### src/rtl/muldiv_sequencer.sv
// Multi-cycle RV32M execute unit: one-cycle registered multiply and an
// XLEN-iteration restoring divider, stalling the pipeline while it works.
module muldiv_sequencer #(
  parameter int unsigned XLEN = 32
) (
  input  logic            clk,
  input  logic            rst,
  input  logic            valid_i,
  input  logic [4:0]      alu_op_i,
  input  logic [XLEN-1:0] src_a_i,
  input  logic [XLEN-1:0] src_b_i,
  input  logic            flush_i,
  output logic            stall_o,
  output logic            busy_o,
  output logic            done_o,
  output logic [XLEN-1:0] result_o
);

  localparam int unsigned CW = $clog2(XLEN) + 1;

  typedef enum logic [1:0] {S_IDLE, S_MUL, S_DIV, S_DONE} state_e;

  typedef enum logic [4:0] {
    OP_MUL    = 5'b01011,
    OP_MULH   = 5'b01100,
    OP_MULHSU = 5'b01101,
    OP_MULHU  = 5'b01110,
    OP_DIV    = 5'b01111,
    OP_DIVU   = 5'b10000,
    OP_REM    = 5'b10001,
    OP_REMU   = 5'b10010
  } op_e;

  state_e          state, state_nx;
  op_e             op_q;
  logic [XLEN-1:0] a_q;      // multiplicand, or dividend magnitude shifting into quotient
  logic [XLEN-1:0] b_q;      // multiplier, or divisor magnitude
  logic [XLEN-1:0] rem_q;
  logic [CW-1:0]   cnt_q;
  logic            neg_q_q, neg_r_q;

  logic            is_md, is_mul, start;
  logic            in_signed, is_rem_in, a_neg, b_neg, div_zero, div_ovf, special;
  logic [XLEN-1:0] a_mag, b_mag, special_res;
  logic            a_sx, b_sx;
  logic [2*XLEN-1:0] product;
  logic [XLEN-1:0] mul_res;
  logic [XLEN:0]   r_sh, diff;
  logic            ge;
  logic [XLEN-1:0] r_nx, q_nx, quot_fix, rem_fix;

  // Decode the incoming op and decide how a divide would start.
  always_comb begin
    is_md       = (alu_op_i >= OP_MUL) && (alu_op_i <= OP_REMU);
    is_mul      = (alu_op_i <= OP_MULHU);
    start       = valid_i & is_md & ~flush_i & (state == S_IDLE);
    in_signed   = (alu_op_i == OP_DIV) || (alu_op_i == OP_REM);
    is_rem_in   = (alu_op_i == OP_REM) || (alu_op_i == OP_REMU);
    a_neg       = in_signed & src_a_i[XLEN-1];
    b_neg       = in_signed & src_b_i[XLEN-1];
    a_mag       = a_neg ? -src_a_i : src_a_i;
    b_mag       = b_neg ? -src_b_i : src_b_i;
    div_zero    = (src_b_i == '0);
    div_ovf     = in_signed & (src_a_i == {1'b1, {(XLEN-1){1'b0}}}) & (src_b_i == '1);
    special     = ~is_mul & (div_zero | div_ovf);
    special_res = '0;
    if (div_zero)       special_res = is_rem_in ? src_a_i : '1;
    else if (!is_rem_in) special_res = {1'b1, {(XLEN-1){1'b0}}};
  end

  // Multiply datapath on latched operands; sign-extend to 2*XLEN then take a half.
  always_comb begin
    a_sx    = (op_q == OP_MUL || op_q == OP_MULH || op_q == OP_MULHSU) & a_q[XLEN-1];
    b_sx    = (op_q == OP_MUL || op_q == OP_MULH) & b_q[XLEN-1];
    product = {{XLEN{a_sx}}, a_q} * {{XLEN{b_sx}}, b_q};
    mul_res = (op_q == OP_MUL) ? product[XLEN-1:0] : product[2*XLEN-1:XLEN];
  end

  // One restoring-division step plus the sign fixup applied on the last step.
  always_comb begin
    r_sh     = {rem_q, a_q[XLEN-1]};
    diff     = r_sh - {1'b0, b_q};
    ge       = ~diff[XLEN];
    r_nx     = ge ? diff[XLEN-1:0] : r_sh[XLEN-1:0];
    q_nx     = {a_q[XLEN-2:0], ge};
    quot_fix = neg_q_q ? -q_nx : q_nx;
    rem_fix  = neg_r_q ? -r_nx : r_nx;
  end

  // Next-state and stall; a flush drops stall in the same cycle.
  always_comb begin
    state_nx = state;
    stall_o  = 1'b0;
    case (state)
      S_IDLE: if (start) state_nx = is_mul ? S_MUL : (special ? S_DONE : S_DIV);
      S_MUL:  state_nx = flush_i ? S_IDLE : S_DONE;
      S_DIV:  if (flush_i) state_nx = S_IDLE;
              else if (cnt_q == '0) state_nx = S_DONE;
      S_DONE: state_nx = S_IDLE;
      default: state_nx = S_IDLE;
    endcase
    if (!rst) stall_o = start | (((state == S_MUL) | (state == S_DIV)) & ~flush_i);
  end

  // State, operand capture, divider iteration and result registers.
  always_ff @(posedge clk) begin
    if (rst) begin
      state    <= S_IDLE;
      op_q     <= op_e'(5'b0);
      a_q      <= '0;
      b_q      <= '0;
      rem_q    <= '0;
      cnt_q    <= '0;
      neg_q_q  <= 1'b0;
      neg_r_q  <= 1'b0;
      busy_o   <= 1'b0;
      done_o   <= 1'b0;
      result_o <= '0;
    end else begin
      state  <= state_nx;
      busy_o <= (state_nx == S_MUL) || (state_nx == S_DIV);
      done_o <= (state_nx == S_DONE);
      case (state)
        S_IDLE: if (start) begin
          op_q <= op_e'(alu_op_i);
          if (is_mul) begin
            a_q <= src_a_i;
            b_q <= src_b_i;
          end else begin
            a_q     <= a_mag;
            b_q     <= b_mag;
            rem_q   <= '0;
            cnt_q   <= CW'(XLEN - 1);
            neg_q_q <= a_neg ^ b_neg;
            neg_r_q <= a_neg;
            if (special) result_o <= special_res;
          end
        end
        S_MUL: if (!flush_i) result_o <= mul_res;
        S_DIV: if (!flush_i) begin
          a_q   <= q_nx;
          rem_q <= r_nx;
          if (cnt_q == '0)
            result_o <= (op_q == OP_REM || op_q == OP_REMU) ? rem_fix : quot_fix;
          else
            cnt_q <= cnt_q - CW'(1);
        end
        default: ;
      endcase
    end
  end

endmodule

### config.mk
export PLATFORM = sky130hd
export DESIGN_NAME = muldiv_sequencer
export DESIGN_NICKNAME = d
export VERILOG_FILES = /design/src/rtl/muldiv_sequencer.sv
export SDC_FILE = /design/constraint.sdc
export NUM_CORES = 2
export LEC_CHECK = 0
export ABC_CLOCK_PERIOD_IN_PS = 8400
export BUFFER_PORTS_ARGS = -buffer_cell sky130_fd_sc_hd__buf_2
export CAP_MARGIN = 5
export CORE_ASPECT_RATIO = 0.75
export CORE_MARGIN = 3
export CORE_UTILIZATION = 52
export CTS_CLUSTER_DIAMETER = 100
export CTS_CLUSTER_SIZE = 8
export DETAILED_ROUTE_END_ITERATION = 10
export PLACE_DENSITY = 0.71
export SYNTH_ARGS = -nofsm -noshare
export SYNTH_HDL_FRONTEND = slang
export SYNTH_SLANG_ARGS = --single-unit
### constraint.sdc
create_clock -name clk -period 8.4 [get_ports clk]
set_clock_uncertainty 0.05 [all_clocks]
set_input_delay 1.68 -clock clk [delete_from_list [all_inputs] [get_ports clk]]
set_output_delay 1.68 -clock clk [all_outputs]
set_load 0.02 [all_outputs]
==> flow_metrics.env <==
export IMPL_drt_pass1_iterations=8
export IMPL_worstPathMaxFanout=11
export IMPL_timing_critical_path_required_ns=8.71
export IMPL_ff_latch_area_um2=2950
export IMPL_stdcell_area_um2=54700
export IMPL_io_pins=108
export IMPL_synth_avg_cell_area_um2=8.38
export IMPL_clock_path_buffers=2
export IMPL_floorplan_die_height_um=276
export IMPL_timing_hold_worst_class="reg -> reg"
export IMPL_grt_antenna_before_repair=3
export IMPL_yosys_warnings=0
export IMPL_grt_max_degree=87
export IMPL_worst_ir_drop_vdd_mv=0.125
export IMPL_dpl_worst_slack_ns=-0.0984
export IMPL_seq_area_frac_synth_pct=5.75
export IMPL_grt_util_all_layers_pct=33.8
export IMPL_dpl_hpwl_um=137000
export IMPL_timing_critical_path_from_type="flop"
export IMPL_hold_worst_slack_ns=0.395
export IMPL_cts_tree="yes"
export IMPL_max_freq_ghz=0.121
export IMPL_synth_lib_cells_used_distinct=98
export IMPL_mappedNetlistArea_um2=50400
export IMPL_multi_input_comb_area_um2=41800
export IMPL_vias_in_the_first_global_route=42700
export IMPL_detail_route_wirelength_um=168000
export IMPL_final_setup_violating_endpoints=0
export IMPL_period_needed_ns=8.27
export IMPL_synthesis_nets=7478
export IMPL_yosysTopAreaCellShare_pct=44.7
export IMPL_port_buffers=107
export IMPL_synth_enable_flop_cells=0
export IMPL_die_footprint_um2=101000
export IMPL_cts_htree_levels=4
export IMPL_clkSinkCount=145
export IMPL_final_period_utilization_pct=98.4
export IMPL_post_route_worst_setup_slack_ns=0.134
export IMPL_die_x_um=366
export IMPL_wire_length_of_the_first_global_routing_pass_um=257000
export IMPL_timing_worst_setup_path_type="reg -> reg"
export IMPL_postSynthCellCount=6023
export IMPL_nets=7492
export IMPL_globalplace_congestion=1.01
export IMPL_critical_path_max_stage_delay_ns=0.56
export IMPL_vias=42600
export IMPL_final_layout_size_suffix_gt1_share_pct=8.94
export IMPL_cp_arrival_ns=8.58
export IMPL_clk_latency_ns=0.47
export IMPL_yosys_register_bits=145
export IMPL_vias_per_cell=5.79
export IMPL_synth_largest_area_cell="sky130_fd_sc_hd__fa_1"
export IMPL_grt_setup_unrepaired="true"
export IMPL_num_fill_cells=8614
export IMPL_synth_area_leaders="sky130_fd_sc_hd__fa_1 (45%), sky130_fd_sc_hd__inv_1 (9.2%), sky130_fd_sc_hd__nand2_1 (7.1%)"
export IMPL_final_max_slew_viol_count=0
export IMPL_global_route_overflow_total=0
export IMPL_drt_first_iter_violations=4588
export IMPL_ctsHoldBuffers=0
export IMPL_leakage_nw=25.1
export IMPL_placementRows=98
export IMPL_flow_area_growth_from_synthesis_pct=8.35
export IMPL_clk_root_buffer_cell="sky130_fd_sc_hd__clkbuf_16"
export IMPL_yosys_most_used_dff="sky130_fd_sc_hd__dfxtp_1"
export IMPL_power_per_cell_area_nw_per_um2=57.1
export IMPL_worst_pin_slew_ns=1.40
export IMPL_cp_common_cell="sky130_fd_sc_hd__fa_1"
export IMPL_numCtsBuffers=17
export IMPL_clk_transition_reported_paths_ns=0.08
export IMPL_floorplan_core_area_um2=95800
export IMPL_synth_async_reset_ratio_pct=0
export IMPL_post_dp_cell_area_um2=53500
export IMPL_effective_utilization_at_floorplan_pct=52.7
export IMPL_antenna_diode_count=0
export IMPL_final_hold_violation_count=0
export IMPL_timing_slew_headroom_pct=6.71
export IMPL_post_layout_total_power_mw=3.12
export IMPL_detail_route_wl_per_cell_um=22.9
export IMPL_drc=0
export IMPL_timing_critical_path_to_type="flop"
export IMPL_postRouteAntennaNets=0
export IMPL_maxCapViolations=0
export IMPL_run_status="completed"
export IMPL_critical_path_slowest_cell="sky130_fd_sc_hd__fa_1"
==> where the power goes <==
group / internal (mW) / switching, mW / total (mW)
Combinational: 0.485 / 1.06 / 1.55
Clock: 0.424 / 0.396 / 0.820
Sequential: 0.709 / 0.0460 / 0.755
Total: 1.62 / 1.50 / 3.12
==> cell usage after synthesis, types with 8 or more instances <==
master / instances
sky130_fd_sc_hd__o21a_1: 26
sky130_fd_sc_hd__nor2b_1: 21
sky130_fd_sc_hd__or4_1: 15
sky130_fd_sc_hd__xnor2_1: 105
sky130_fd_sc_hd__or2_2: 17
sky130_fd_sc_hd__and3_1: 15
sky130_fd_sc_hd__and2_1: 286
sky130_fd_sc_hd__o211ai_1: 24
sky130_fd_sc_hd__dfxtp_1: 145
sky130_fd_sc_hd__o21ai_0: 161
sky130_fd_sc_hd__mux2_2: 8
sky130_fd_sc_hd__clkbuf_1: 310
sky130_fd_sc_hd__mux2i_1: 18
sky130_fd_sc_hd__a31oi_1: 19
sky130_fd_sc_hd__o221ai_1: 12
sky130_fd_sc_hd__nor3_1: 43
sky130_fd_sc_hd__or3_1: 30
sky130_fd_sc_hd__nor3b_1: 15
sky130_fd_sc_hd__o21bai_1: 18
sky130_fd_sc_hd__a221oi_1: 20
sky130_fd_sc_hd__nand2b_1: 18
sky130_fd_sc_hd__nand2_1: 956
sky130_fd_sc_hd__a221o_1: 8
sky130_fd_sc_hd__a22oi_1: 21
sky130_fd_sc_hd__nor2_1: 338
sky130_fd_sc_hd__nor4_1: 16
sky130_fd_sc_hd__a211oi_1: 51
sky130_fd_sc_hd__a21oi_1: 230
sky130_fd_sc_hd__o311ai_0: 8
sky130_fd_sc_hd__xor2_1: 84
sky130_fd_sc_hd__o31ai_1: 37
sky130_fd_sc_hd__buf_1: 49
sky130_fd_sc_hd__o41ai_1: 15
sky130_fd_sc_hd__a21o_1: 51
sky130_fd_sc_hd__inv_1: 1234
sky130_fd_sc_hd__nand3_1: 51
sky130_fd_sc_hd__nand4_1: 25
sky130_fd_sc_hd__nand3b_1: 10
sky130_fd_sc_hd__fa_1: 1126
sky130_fd_sc_hd__ha_1: 256
sky130_fd_sc_hd__a211o_1: 9
==> cell usage in the layout (no fill, tap or decap), drive strengths merged, types with 19 or more instances in the layout <==
master,Yosys,routed
nand2,957,957
nand4,25,25
fa,1126,1126
and2,288,288
ha,256,256
nand3,52,52
o21a,27,27
o31ai,37,37
o21ai,165,165
nor2b,21,21
clkbuf,310,24
a22oi,21,21
a21oi,234,234
nor2,339,339
inv,1235,1240
a31oi,19,19
nor4,19,19
xor2,84,84
buf,57,358
a211oi,51,51
nor3,44,44
a21o,52,52
o211ai,24,24
dfxtp,145,145
a221oi,21,21
or3,30,30
xnor2,105,105
==> per-layer routing <==
metal,share of wire (%),global-route usage [%],wire [µm],vias up
met5,0.027,0,45,-
met4,3.9,10.1,6550,8
met3,12,9.56,21000,323
met2,42,49.5,70700,2367
met1,42,48.8,70200,21500
li1,-,-,-,18400
==> flip-flops by register name, indices dropped and copies added (netlist names) <==
| name | count |
|---|---|
| a_q | 32 |
| b_q | 32 |
| rem_q | 32 |
| result_o | 32 |
| cnt_q | 6 |
| op_q | 5 |
| state | 2 |
| busy_o | 1 |
| done_o | 1 |
| neg_q_q | 1 |
| neg_r_q | 1 |
==> through the flow <==
step	utilization [%]	instances	setup TNS [ns]
floorplan	-	6023	0
global route	57.1	7350	-0.415
CTS	56.5	7328	0
detailed placement	55.9	7296	-0.162
finish	57.1	7350	0
global placement	55.9	7296	-0.0125
==> worst paths after layout <==
kind | startpoint | end | slack [ns] | cells after the start
min | result_o[11]$_SDFFE_PP0P_ | result_o[11]$_SDFFE_PP0P_ | 0.40 | 2
min reg2reg | result_o[11]$_SDFFE_PP0P_ | result_o[11]$_SDFFE_PP0P_ | 0.40 | 2
max reg2reg | a_q[17]$_SDFFE_PP0P_ | result_o[4]$_SDFFE_PP0P_ | 0.13 | 27
max | a_q[17]$_SDFFE_PP0P_ | result_o[4]$_SDFFE_PP0P_ | 0.13 | 27
==> layout make-up <==
cell class / instances / share of cell area (%)
inverter: 1237 / 8.51
clock buffer: 20 / 0.817
tap: 1300 / 2.98
multi-input combinational: 4274 / 76.5
sequential: 145 / 5.39
timing repair buffer: 362 / 5.59
clock inverter: 12 / 0.224
==> worst max-delay path, delay by kind of cell (launching register included) <==
family / cells / cell delay [ns]
adders and majority gates: 9 / 4.42
AOI/OAI and AO/OA: 6 / 1.50
and+or+nand+nor: 5 / 0.80
buffers and inverters: 6 / 0.64
DFF: 1 / 0.45
xor gates and xnor gates: 1 / 0.30
==> cell families after synthesis <==
logic type                 synth area share, %
and+or+nand+nor                           17.0
buffers and inverters                     12.0
DFF                                       5.75
muxes                                    0.536
adders and majority gates                 51.0
xor gates and xnor gates                  3.28
AOI/OAI and AO/OA                         10.4
==> repair_timing <==
action                     4_1_cts  5_1_grt
resized for setup                7       91
setup buffers                    0       18
setup endpoints to repair        4       26
pin swaps                        0       40
gates cloned                     0        4
No activity file was read; power rests on OpenSTA's default activity.
